**src/rtl/llr_load_sequencer_pkg.sv**
```systemverilog
// Shared FPTD definitions: sequencer state encoding and default frame geometry.
package llr_load_sequencer_pkg;

  localparam int LANE_BITS_DEF = 200;
  localparam int DCMAX_DEF     = 200;

  typedef enum logic [2:0] {
    IDLE,
    LOAD,
    START,
    DECODE,
    DONE
  } seq_state_t;

endpackage

```
**src/rtl/llr_load_sequencer_counter.sv**
```systemverilog
// Generic up counter with synchronous clear (clear wins over enable) and a
// flag raised while the count sits at a chosen terminal value.
module up_counter #(
  parameter int WIDTH    = 8,
  parameter int TERMINAL = 255
) (
  input  logic             Clock,
  input  logic             Reset,
  input  logic             clr,
  input  logic             en,
  output logic [WIDTH-1:0] count,
  output logic             at_terminal
);

  logic [WIDTH-1:0] count_reg;

  always_ff @(posedge Clock or posedge Reset) begin
    if (Reset) begin
      count_reg <= '0;
    end else if (clr) begin
      count_reg <= '0;
    end else if (en) begin
      count_reg <= count_reg + WIDTH'(1);
    end
  end

  assign count       = count_reg;
  assign at_terminal = (count_reg == WIDTH'(TERMINAL));

endmodule

```
**src/rtl/llr_load_sequencer.sv**
```systemverilog
// Frame sequencer for the LLR decoder: shifts a frame in, pulses Start,
// runs the decode-cycle count until early stop or DCMAX, then reports.
module llr_load_sequencer
  import llr_load_sequencer_pkg::*;
#(
  parameter int LANE_BITS = LANE_BITS_DEF,
  parameter int DCMAX     = DCMAX_DEF,
  parameter int FCW       = 16
) (
  input  logic                         Clock,
  input  logic                         Reset,
  input  logic                         Go,
  input  logic                         Abort,
  input  logic                         EarlyStop,
  output logic                         ShiftEn,
  output logic                         Start,
  output logic                         Enable_Odd,
  output logic                         Enable_Even,
  output logic                         Ready,
  output logic                         MaxHit,
  output logic [$clog2(DCMAX+1)-1:0]   DC,
  output logic [$clog2(DCMAX+1)-1:0]   DCLast,
  output logic [FCW-1:0]               FrameCount
);

  localparam int DCW = $clog2(DCMAX + 1);
  localparam int BCW = $clog2(LANE_BITS + 1);

  seq_state_t     state_reg, state_next;
  logic           abort_hit;
  logic           bit_tc;
  logic           dc_tc;
  logic [BCW-1:0] unused_bit_count;
  logic [DCW-1:0] dc;

  logic           shift_en_reg, start_reg, ready_reg;
  logic           odd_reg, even_reg, max_hit_reg;
  logic [DCW-1:0] dc_last_reg;
  logic [FCW-1:0] frame_count_reg;

  assign abort_hit = Abort && (state_reg != IDLE);

  always_comb begin
    state_next = state_reg;
    if (abort_hit) begin
      state_next = IDLE;
    end else begin
      case (state_reg)
        IDLE:    if (Go) state_next = LOAD;
        LOAD:    if (bit_tc) state_next = START;
        START:   state_next = DECODE;
        DECODE:  if (EarlyStop || dc_tc) state_next = DONE;
        DONE:    state_next = Go ? LOAD : IDLE;
        default: state_next = IDLE;
      endcase
    end
  end

  // Bit counter sits at 0 outside LOAD so every LOAD begins at bit 0.
  up_counter #(
    .WIDTH    (BCW),
    .TERMINAL (LANE_BITS - 1)
  ) u_bit_counter (
    .Clock       (Clock),
    .Reset       (Reset),
    .clr         (abort_hit || (state_reg != LOAD) || bit_tc),
    .en          (state_reg == LOAD),
    .count       (unused_bit_count),
    .at_terminal (bit_tc)
  );

  up_counter #(
    .WIDTH    (DCW),
    .TERMINAL (DCMAX - 1)
  ) u_dc_counter (
    .Clock       (Clock),
    .Reset       (Reset),
    .clr         (abort_hit || (state_next == START)),
    .en          (state_next == DECODE),
    .count       (dc),
    .at_terminal (dc_tc)
  );

  // Strobes are registered from the next state; the decode-half enables use
  // the parity DC will have once it has stepped on the same edge.
  always_ff @(posedge Clock or posedge Reset) begin
    if (Reset) begin
      state_reg       <= IDLE;
      shift_en_reg    <= 1'b0;
      start_reg       <= 1'b0;
      ready_reg       <= 1'b0;
      odd_reg         <= 1'b0;
      even_reg        <= 1'b0;
      max_hit_reg     <= 1'b0;
      dc_last_reg     <= '0;
      frame_count_reg <= '0;
    end else begin
      state_reg    <= state_next;
      shift_en_reg <= (state_next == LOAD);
      start_reg    <= (state_next == START);
      ready_reg    <= (state_next == DONE);
      odd_reg      <= (state_next == DECODE) && !dc[0];
      even_reg     <= (state_next == DECODE) && dc[0];
      if (state_next == DONE) begin
        max_hit_reg     <= !EarlyStop;
        dc_last_reg     <= dc;
        frame_count_reg <= frame_count_reg + FCW'(1);
      end
    end
  end

  assign ShiftEn     = shift_en_reg;
  assign Start       = start_reg;
  assign Ready       = ready_reg;
  assign Enable_Odd  = odd_reg;
  assign Enable_Even = even_reg;
  assign MaxHit      = max_hit_reg;
  assign DC          = dc;
  assign DCLast      = dc_last_reg;
  assign FrameCount  = frame_count_reg;

endmodule

```
**config.mk**
```make
export PLATFORM = sky130hd
export DESIGN_NAME = llr_load_sequencer
export DESIGN_NICKNAME = d
export VERILOG_FILES = /design/src/rtl/llr_load_sequencer_pkg.sv /design/src/rtl/llr_load_sequencer_counter.sv /design/src/rtl/llr_load_sequencer.sv
export SDC_FILE = /design/constraint.sdc
export NUM_CORES = 1
export LEC_CHECK = 0
export CAP_MARGIN = 0
export CORE_MARGIN = 1
export CORE_UTILIZATION = 42
export CTS_CLUSTER_SIZE = 30
export DETAILED_ROUTE_END_ITERATION = 16
export PLACE_DENSITY_LB_ADDON = 0.3
export SYNTH_ARGS = -nofsm -noshare
export SYNTH_HDL_FRONTEND = slang
export SYNTH_SLANG_ARGS = --single-unit
```
**constraint.sdc**
```tcl
create_clock -name Clock -period 2.1 [get_ports Clock]
set_clock_uncertainty 0.1 [all_clocks]
set_input_delay 0.42 -clock Clock [delete_from_list [all_inputs] [get_ports Clock]]
set_output_delay 0.42 -clock Clock [all_outputs]
set_load 0.03 [all_outputs]
```
## Word-level counts from Yosys, hierarchy flattened

Cells that the tools add are included.

- Bits in registers: 49
- Input bits: 5
- Output and inout bits: 38
- Logic and storage cells: 48

- Add/sub/neg operators: 3
- Eq/ne operators: 11
- Muxes and demuxes: 10
- Reductions and logical operators: 13

Operator list:

| cell | count |
|---|---|
| $mux 8 | 4 |
| $add 16x1->16 const B | 1 |
| $add 8x1->8 const B | 2 |
| $eq 8x8->1 const B | 2 |
| $pmux 3 s5 | 1 |
| $eq 3x2->1 const B | 4 |
| $mux 3 | 4 |
| $eq 3x1->1 const B | 2 |
| $eq 3x3->1 const B | 2 |
| $logic_or 1x1->1 | 4 |
| $reduce_bool 2->1 | 2 |
| $logic_and 1x1->1 | 3 |
| $logic_not 3->1 | 1 |
| $ne 3x1->1 const B | 1 |
| $reduce_bool 3->1 | 1 |
| $logic_not 1->1 | 2 |
| $mux 1 | 1 |

## Logic depth before layout (Yosys ltp)

Gate-level depths: netlist of the first run.

- Depth after elaboration: 8
- Gate-level depth with buffers: 6

## Modules after synthesis

From an unflattened synthesis of the first run, not the netlist that was laid out.

- Cell total of the unflattened synthesis: 218
- Area, all modules: 2244.7 µm²

Modules (own cells, without submodules):

| module | instances | cells an instance | area an instance (µm²) | sequential area each (µm²) |
|---|---|---|---|---|
| llr_load_sequencer | 1 | 138 | 1431.4 | 825.8 |
| up_counter | 2 | 40 | 406.6 | 200.2 |

## Least setup slack after synthesis of the first run

Ideal clock, no wire load.

- Path type: register to register
- Start point: register u_dc_counter.count_reg[0], in the netlist u_dc_counter.count[0]
- End point: register dc_last_reg[0], in the netlist DCLast[0]
- Arrival time: 1.957 ns
- Data required time: 1.875 ns
- Setup slack: -0.082 ns
- Stages on the path, launching flop included: 7
- Path through: dfrtp_1 > ha_1 > nand4b_1 > o21ai_2 > nand2_2 > inv_1 > mux2_2

- Longest elaborated chain between the ends: 6

RTL lines:

| item | line | RTL |
|---|---|---|
| start, declared | llr_load_sequencer_counter.sv:15 | `logic [WIDTH-1:0] count_reg;` |
| start signal, assigned | llr_load_sequencer_counter.sv:23 | `count_reg <= count_reg + WIDTH'(1);` |
| $eq 8x8->1 | llr_load_sequencer_counter.sv:28 | `assign at_terminal = (count_reg == WIDTH'(TERMINAL));` |
| $logic_or 1x1->1 | llr_load_sequencer.sv:52 | `DECODE: if (EarlyStop \|\| dc_tc) state_next = DONE;` |
| $mux 3 | llr_load_sequencer.sv:52 |  |
| $pmux 3 s5 | llr_load_sequencer.sv:48 | `case (state_reg)` |
| $mux 3 | llr_load_sequencer.sv:45 | `if (abort_hit) begin` |
| $eq 3x3->1 | llr_load_sequencer.sv:104 | `if (state_next == DONE) begin` |
| end signal, assigned | llr_load_sequencer.sv:95 | `dc_last_reg <= '0;` |
| end signal, assigned | llr_load_sequencer.sv:106 | `dc_last_reg <= dc;` |
| end, declared | llr_load_sequencer.sv:38 | `logic [DCW-1:0] dc_last_reg;` |

Several ways; a longest one is shown, not always the timed one.
A chain may end at the register's enable or synchronous reset.

## Worst setup path in the final report of the first run

- Start point: register u_dc_counter.count_reg[2], in the netlist u_dc_counter.count[2]
- End point: output DC[2]

RTL lines:

| item | line | RTL |
|---|---|---|
| end, declared | llr_load_sequencer.sv:21 | `output logic [$clog2(DCMAX+1)-1:0] DC,` |

No word-level cell between the ends.

==> summary.txt, run 1 <==
Skew-Pair Late Insertion Delay - 290 ps
flops & latches, synth - 49
initial core utilization - 0.436
max_slew headroom - 0.727
fill count - 460
ys flop type - dfrtp_1
non-filler instance count after layout - 331
CTS Sinks - 49
P&R area growth vs syn - 32.5%
register area share after synthesis - 0.551
width of the die - 74.8 um
# H-tree levels - 2
Final Hold Fails - 0
DPL Wire Length - 3300 um
RSZ-0062 raised after global routing - false
startpoint type of the worst setup path - flip-flop
Clock transition at path regs - 80 ps
largest net degree at the start of global routing - 20
Syn Std Cell Area - 2230 um^2
syn nets - 206
DRT iter0 DRCs - 76
gpl congestion - 0.800
max-slew violations - 0
CTS tree - yes
first-pass GRT wire length - 7690 um
final setup margin - 100 ps
DR vias - 1712
Placement Setup Slack - -64.6 ps
fin area - 2950 um^2
nets@finish - 269
utilization after layout - 0.578
I/O pins - 43
total wire length - 4470 um
hold buffers post-CTS - 0
die area - 5600 um^2
endpoints failing setup - 0
CP Buf/Inv Count - 1
WP data required - 1580 ps
final critical-path share of the clock period - 0.952
Cell Area, Placed - 2860 um^2
slowest stage delay, CP - 720 ps
status - complete, no violations
kind of critical path - reg -> out
Max Buffers Root-to-Sink - 2
number of synthesized flops with an enable pin - 0
number of global-route vias before repair - 1673
Root Buffer - clkbuf_8
Syn. warnings - 0
Netlist cell types - 39
hold_ws - 336 ps
initial antenna violation count - 0
average wire per standard cell - 13.5 um
element type at the critical path end - output port
Maximum Capacitance Violations - 0
DRT Pass-1 Iters - 4
Async S/R FF share, synth - 1.00
IO buf count - 42
Critical Path AT - 1480 ps
leak pwr - 1.31 nW
Cell Rows - 26
Avg Inst Size Synth - 11.2 um^2
Pwr Density - 626 nW/um^2
VDD IR max - 0.000324 V
share of cells above drive strength 1 - 0.153
Max Clk Rate - 0.500 GHz
vias per inst - 5.17
cells along the critical path - clkdlybuf4s50_1
Final Power - 1.85 mW
max reg flops - 16
GRT Resource Usage Total - 0.181
cts repair resizes - 0
Die Span Y - 74.8 um
DRC - 0
Largest delay share family, worst path - buffers and inverters
Placed Instances - 324
post-layout minimum cycle time - 2000 ps
CTS buffer count - 5
Antenna Nets Post-Route - 0
worst-margin pin slew - 410 ps
HP Class - in -> async
Crit Path Max Fanout - 8
GRT overflow - 0
TNS Setup - 0 ps
ANT cells - 0
CORE AREA - 5110 um^2
setup repair bufs after CTS - 0
post-synthesis cell count - 198
Slowest-stage cell, CP - clkdlybuf4s50_1
cells by family after synthesis:
kind of cell / share of synthesized area
AO/OA/AOI/OAI: 0.0753
flip-flops: 0.551
XOR/XNOR: 0.0826
adder cells (fa/ha/maj): 0.0169
AND/OR/NAND/NOR: 0.203
buffers and inverters: 0.0213
multiplexers: 0.0500
cell usage in the layout, fill, tap and decap left out, types with 2 or more instances in the layout:
master	synthesis	routed
dfrtp_2	0	2
nor2b_1	4	4
xor2_1	3	3
xnor2_1	18	18
mux2_2	9	9
clkbuf_8	0	6
and3_1	2	2
nor3_1	4	4
o21ai_0	4	4
nand4_1	14	14
or4_1	3	3
clkdlybuf4s50_1	0	42
and3b_1	2	2
nand2_1	12	12
a21oi_1	10	10
inv_1	9	8
ha_1	3	3
or3_1	3	3
nand3_1	6	6
nor2_1	15	15
nand4b_1	3	3
buf_4	0	16
dfrtp_1	49	47
and4_1	2	2
o31ai_1	4	4
final timing paths:
| kind | from | cells after the start | slack, ps | endpoint |
|---|---|---|---|---|
| max | u_dc_counter.count[2] | 1 | 100 | DC[2] |
| min | Reset | 2 | 340 | FrameCount[5] |
| max reg2reg | u_dc_counter.count[0] | 5 | 220 | u_dc_counter.count[7] |
| min reg2reg | FrameCount[15] | 1 | 370 | FrameCount[15] |
| max in group asynchronous | Reset | 3 | 1030 | FrameCount[0] |
| min in group Clock | FrameCount[15] | 1 | 370 | FrameCount[15] |
cell usage after synthesis, types with 2 or more instances:
library cell	count	area, um^2
dfrtp_1	49	1230
xnor2_1	18	158
nor2_1	15	56.3
nand4_1	14	87.6
nand2_1	12	45.0
a21oi_1	10	50.1
inv_1	9	33.8
mux2_2	9	101
nand3_1	6	30.0
nor2b_1	4	25.0
nor3_1	4	20.0
o21ai_0	4	20.0
o31ai_1	4	30.0
ha_1	3	37.5
nand4b_1	3	26.3
or3_1	3	18.8
or4_1	3	22.5
xor2_1	3	26.3
and3_1	2	12.5
and3b_1	2	17.5
and4_1	2	17.5
buf_2	2	10.0
layout make-up:
type                            count  area, um^2  area share
Sequential cell                    49        1230       0.416
Multi-Input combinational cell    137         953       0.323
Timing Repair Buffer               59         561       0.190
Tap cell                           70        87.6      0.0297
Clock buffer                        7        86.3      0.0293
Inverter                            9        33.8      0.0115
per-layer routing:
layer | up-vias | track usage | share of wire
li1 | 837 | - | -
met1 | 834 | 0.248 | 0.47
met2 | 36 | 0.298 | 0.49
met3 | 5 | 0.0321 | 0.036
met4 | 0 | 0.0503 | 0.0089
met5 | - | 0 | 0
report_power, final:
group / switching, mW / internal (mW)
clock network: 0.287 / 0.262
registers: 0.0248 / 0.977
logic: 0.182 / 0.112
total: 0.494 / 1.35
(Power assumes the default switching activity.)
==> run 2, diff against run 1 <==
Settings changed: CORE_UTILIZATION 42 to 53, CTS_BUF_LIST set to sky130_fd_sc_hd__clkbuf_4 sky130_fd_sc_hd__clkbuf_8.
==> summary.txt, run 2 (synthesis gave the netlist of run 1 again) <==
Crit Path Max Fanout - 9 (+1)
Maximum Capacitance Violations - 0 (unchanged)
IO buf count - 42 (unchanged)
CP Buf/Inv Count - 1 (unchanged)
ANT cells - 0 (unchanged)
# H-tree levels - 2 (unchanged)
final setup margin - 46.8 ps (-53.6 ps)
GR Util met1 - 0.276 (+0.0275)
CTS buffer count - 5 (unchanged)
Die Span Y - 66.8 um (-11%)
hold buffers post-CTS - 0 (unchanged)
Slowest-stage cell, CP - clkdlybuf4s50_1
CORE AREA - 4030 um^2 (-21%)
met3 global-route usage - 0.0514 (+0.0192)
slowest stage delay, CP - 730 ps (about the same)
cells along the critical path - clkdlybuf4s50_1
Placement Setup Slack - -47.0 ps (+17.6 ps)
VDD IR max - 0.000547 V (+69%)
largest net degree at the start of global routing - 37 (+85%)
Max Clk Rate - 0.487 GHz (-2.6%)
non-filler instance count after layout - 308 (-6.9%)
Clock transition at path regs - 90 ps (about the same)
DRC - 0 (unchanged)
setup repair bufs after CTS - 0 (unchanged)
initial antenna violation count - 0 (unchanged)
Antenna Nets Post-Route - 0 (unchanged)
endpoints failing setup - 0 (unchanged)
DRT iter0 DRCs - 94 (+24%)
P&R area growth vs syn - 31.3%
nets@finish - 265 (-1.5%)
width of the die - 66.8 um (-11%)
final critical-path share of the clock period - 0.978 (+0.0255)
max reg flops - 16 (unchanged)
leak pwr - 1.30 nW (-0.47%)
Final Hold Fails - 0 (unchanged)
Worst R2R Setup Slack - 170 ps (-50 ps)
DPL Wire Length - 3170 um (-3.8%)
WP data required - 1580 ps (about the same)
max-slew violations - 0 (unchanged)
Skew-Pair Late Insertion Delay - 310 ps (+20 ps)
average wire per standard cell - 14.5 um (+7.2%)
hold_ws - 278 ps (-58.0 ps)
GRT overflow - 0 (unchanged)
DR vias - 1718 (+0.35%)
startpoint type of the worst setup path - flip-flop
GRT met2 Usage - 0.365 (+0.0666)
R2R Path End - u_dc_counter.count[2]
Pwr Density - 667 nW/um^2 (+6.6%)
vias per inst - 5.58 (+7.8%)
utilization after layout - 0.726 (+0.148)
Cell Rows - 23 (-12%)
Worst R2R Path Depth - 6 (+1)
Max Buffers Root-to-Sink - 2 (unchanged)
highest-count cells in the layout ignoring fill and taps - dfrtp_1, clkdlybuf4s50_1, xnor2_1, nor2_1, nand4_1
HP Class - in -> async
cts repair resizes - 0 (unchanged)
status - complete, no violations
DRT Pass-1 Iters - 4 (unchanged)
worst-margin pin slew - 370 ps (-39.9 ps)
TNS Setup - 0 ps (unchanged)
Placed Instances - 300 (-7.4%)
worst reg2reg startpoint - u_dc_counter.count[1]
number of global-route vias before repair - 1627 (-2.7%)
Root Buffer - clkbuf_8
kind of critical path - reg -> out
CTS tree - yes
commonest non-fill, non-tap cell in the layout - dfrtp_1
RSZ-0062 raised after global routing - false
first-pass GRT wire length - 7300 um (-5.0%)
Largest delay share family, worst path - buffers and inverters
CTS Sinks - 49 (unchanged)
GRT Resource Usage Total - 0.222 (+0.0411)
initial core utilization - 0.553 (+0.117)
gr busiest metal - met2
total wire length - 4460 um (-0.25%)
max_slew headroom - 0.752 (+0.0251)
die area - 4470 um^2 (-20%)
Critical Path AT - 1530 ps (+50 ps)
gpl congestion - 0.866 (+8.2%)
I/O pins - 43 (unchanged)
crit path launch - u_dc_counter.count[3]
post-layout minimum cycle time - 2050 ps (+53.6 ps)
share of cells above drive strength 1 - 0.147 (-0.00597)
element type at the critical path end - output port
run 2: per-stage QoR:
step	power (mW)	instance area, um^2
after floorplan	1.19	2230
after global placement	1.29	2810
after detailed placement	1.29	2810
after CTS	1.96	2920
after global routing	2.05	2920
final	1.95	2920
run 2: how the worst max path moves through the flow:
stage | endpoint | slack (ps) | cells after the start
floorplan | DCLast[0] | 40 | 6
global placement | FrameCount[10] | -30 | 7
detailed placement | FrameCount[4] | -50 | 7
CTS | DC[5] | 50 | 1
global route | DC[2] | 10 | 1
finish | DC[3] | 50 | 1
run 2: layout make-up:
class	count	area [um^2]
Multi-Input combinational cell	137	953
Fill cell	275	1100
Inverter	9	33.8
Clock inverter	2	38.8
Sequential cell	49	1230
Clock buffer	6	76.3
Timing Repair Buffer	55	531
Tap cell	50	62.6
run 2: per-layer routing:
layer | up-vias | routed length (um)
met5 | - | 0
met4 | 0 | 101
met3 | 11 | 200
met2 | 47 | 2160
met1 | 841 | 2000
li1 | 819 | -
run 2: power by group:
group          internal [mW]  switching, mW
combinational         0.0991          0.158
sequential             0.977         0.0384
clock                  0.370          0.308
total                   1.45          0.504
==> run 3, diff against run 2 <==
Settings changed: ABC_AREA set to 0, CELL_PAD_IN_SITES_DETAIL_PLACEMENT set to 0, CELL_PAD_IN_SITES_GLOBAL_PLACEMENT set to 1, CORE_UTILIZATION 53 to 42.
==> summary.txt, run 3 (synthesis gave the netlist of run 1 again) <==
CTS tree - yes
utilization after layout - 0.590 (-0.136)
DRC - 0 (unchanged)
post-layout minimum cycle time - 2000 ps (-53.0 ps)
commonest non-fill, non-tap cell in the layout - dfrtp_1
highest-count cells in the layout ignoring fill and taps - dfrtp_1, clkdlybuf4s50_1, buf_4, xnor2_1, nor2_1
Pwr Density - 663 nW/um^2 (-0.59%)
# H-tree levels - 2 (unchanged)
initial core utilization - 0.436 (-0.117)
slowest stage delay, CP - 670 ps (-60 ps)
status - complete, no violations
Cell Rows - 26 (+13%)
Final Hold Fails - 0 (unchanged)
fill count - 443 (+61%)
max_slew headroom - 0.772 (+0.0207)
worst-margin pin slew - 339 ps (-30.8 ps)
number of global-route vias before repair - 1606 (-1.3%)
final critical-path share of the clock period - 0.952 (-0.0253)
element type at the critical path end - output port
ANT cells - 0 (unchanged)
area of the multi-input gates - 953 um^2 (unchanged)
WP data required - 1580 ps (about the same)
DR vias - 1685 (-1.9%)
max-slew violations - 0 (unchanged)
Max Clk Rate - 0.500 GHz (+2.7%)
nets@finish - 272 (+2.6%)
Die Span Y - 74.8 um (+12%)
kind of critical path - reg -> out
Slowest-stage cell, CP - clkdlybuf4s50_1
P&R area growth vs syn - 35.2%
Worst R2R Setup Slack - 210 ps (+40 ps)
startpoint type of the worst setup path - flip-flop
VDD IR max - 0.000353 V (-35%)
Placement Setup Slack - -89.9 ps (-42.9 ps)
Antenna Nets Post-Route - 0 (unchanged)
hold buffers post-CTS - 0 (unchanged)
hold_ws - 285 ps (+6.27 ps)
IO buf count - 42 (unchanged)
TNS Setup - 0 ps (unchanged)
Final Power - 2.00 mW (+2.4%)
endpoints failing setup - 0 (unchanged)
RSZ-0062 raised after global routing - false
Clock transition at path regs - 90 ps (about the same)
non-filler instance count after layout - 335 (+8.8%)
Skew-Pair Late Insertion Delay - 300 ps (about the same)
HP Class - in -> async
Root Buffer - clkbuf_8
width of the die - 74.8 um (+12%)
initial antenna violation count - 0 (unchanged)
Max Buffers Root-to-Sink - 2 (unchanged)
Maximum Capacitance Violations - 0 (unchanged)
gpl congestion - 0.773 (-11%)
max reg flops - 16 (unchanged)
Placed Instances - 327 (+9.0%)
leak pwr - 1.37 nW (+5.8%)
CTS buffer count - 5 (unchanged)
setup repair bufs after CTS - 0 (unchanged)
DPL Wire Length - 3290 um (+3.5%)
Cell Area, Placed - 2890 um^2 (+2.8%)
largest net degree at the start of global routing - 19 (-49%)
worst reg2reg startpoint - u_dc_counter.count[1]
final setup margin - 99.8 ps (+53.0 ps)
CTS Sinks - 49 (unchanged)
crit path launch - u_dc_counter.count[5]
Crit Path Max Fanout - 6 (-3)
Sequential cell area - 1230 um^2 (unchanged)
Critical Path AT - 1480 ps (-50 ps)
I/O pins - 43 (unchanged)
die area - 5600 um^2 (+25%)
fin area - 3010 um^2 (+3.0%)
CORE AREA - 5110 um^2 (+27%)
cells along the critical path - buf_4, clkdlybuf4s50_1
vias per inst - 5.03 (-9.8%)
CP Buf/Inv Count - 2 (+1)
total wire length - 4490 um (+0.58%)
share of cells above drive strength 1 - 0.170 (+0.0225)
Largest delay share family, worst path - buffers and inverters
DRT iter0 DRCs - 55 (-41%)
GRT overflow - 0 (unchanged)
DRT Pass-1 Iters - 4 (unchanged)
GRT Resource Usage Total - 0.178 (-0.0446)
average wire per standard cell - 13.4 um (-7.5%)
first-pass GRT wire length - 7350 um (+0.66%)
==> run 3: final cells by class <==
cell class	instances	area share
clock buffer	7	0.0299
clock inverter	1	0.00997
inverter	9	0.0112
multi-input combinational	137	0.317
sequential	49	0.408
tap	70	0.0291
timing repair buffer	62	0.195
==> run 3: worst paths after layout <==
kind	cells after the start	end
min	2	u_bit_counter.count[4]
min reg2reg	1	FrameCount[15]
max	2	DC[5]
max in group asynchronous	3	ShiftEn
min in group Clock	1	FrameCount[15]
max reg2reg	5	u_dc_counter.count[5]
==> run 3: what timing repair did <==
action	CTS	global route
resized for setup	0	2
endpoints found under the hold margin	0	0
setup endpoints to repair	0	2
==> run 3: power breakdown <==
group / switching (mW) / leakage (nW) / internal [mW]
clock: 0.301 / 0.0619 / 0.401
sequential: 0.0239 / 0.665 / 0.977
combinational: 0.181 / 0.647 / 0.113
total: 0.505 / 1.37 / 1.49
==> run 3: metal layers <==
| metal | wire (um) | up-vias | GRT usage |
|---|---|---|---|
| met4 | 53 | 0 | 0.0629 |
| met3 | 168 | 5 | 0.0482 |
| li1 | - | 841 | - |
| met5 | 0 | - | 0 |
| met1 | 2110 | 802 | 0.229 |
| met2 | 2160 | 37 | 0.289 |
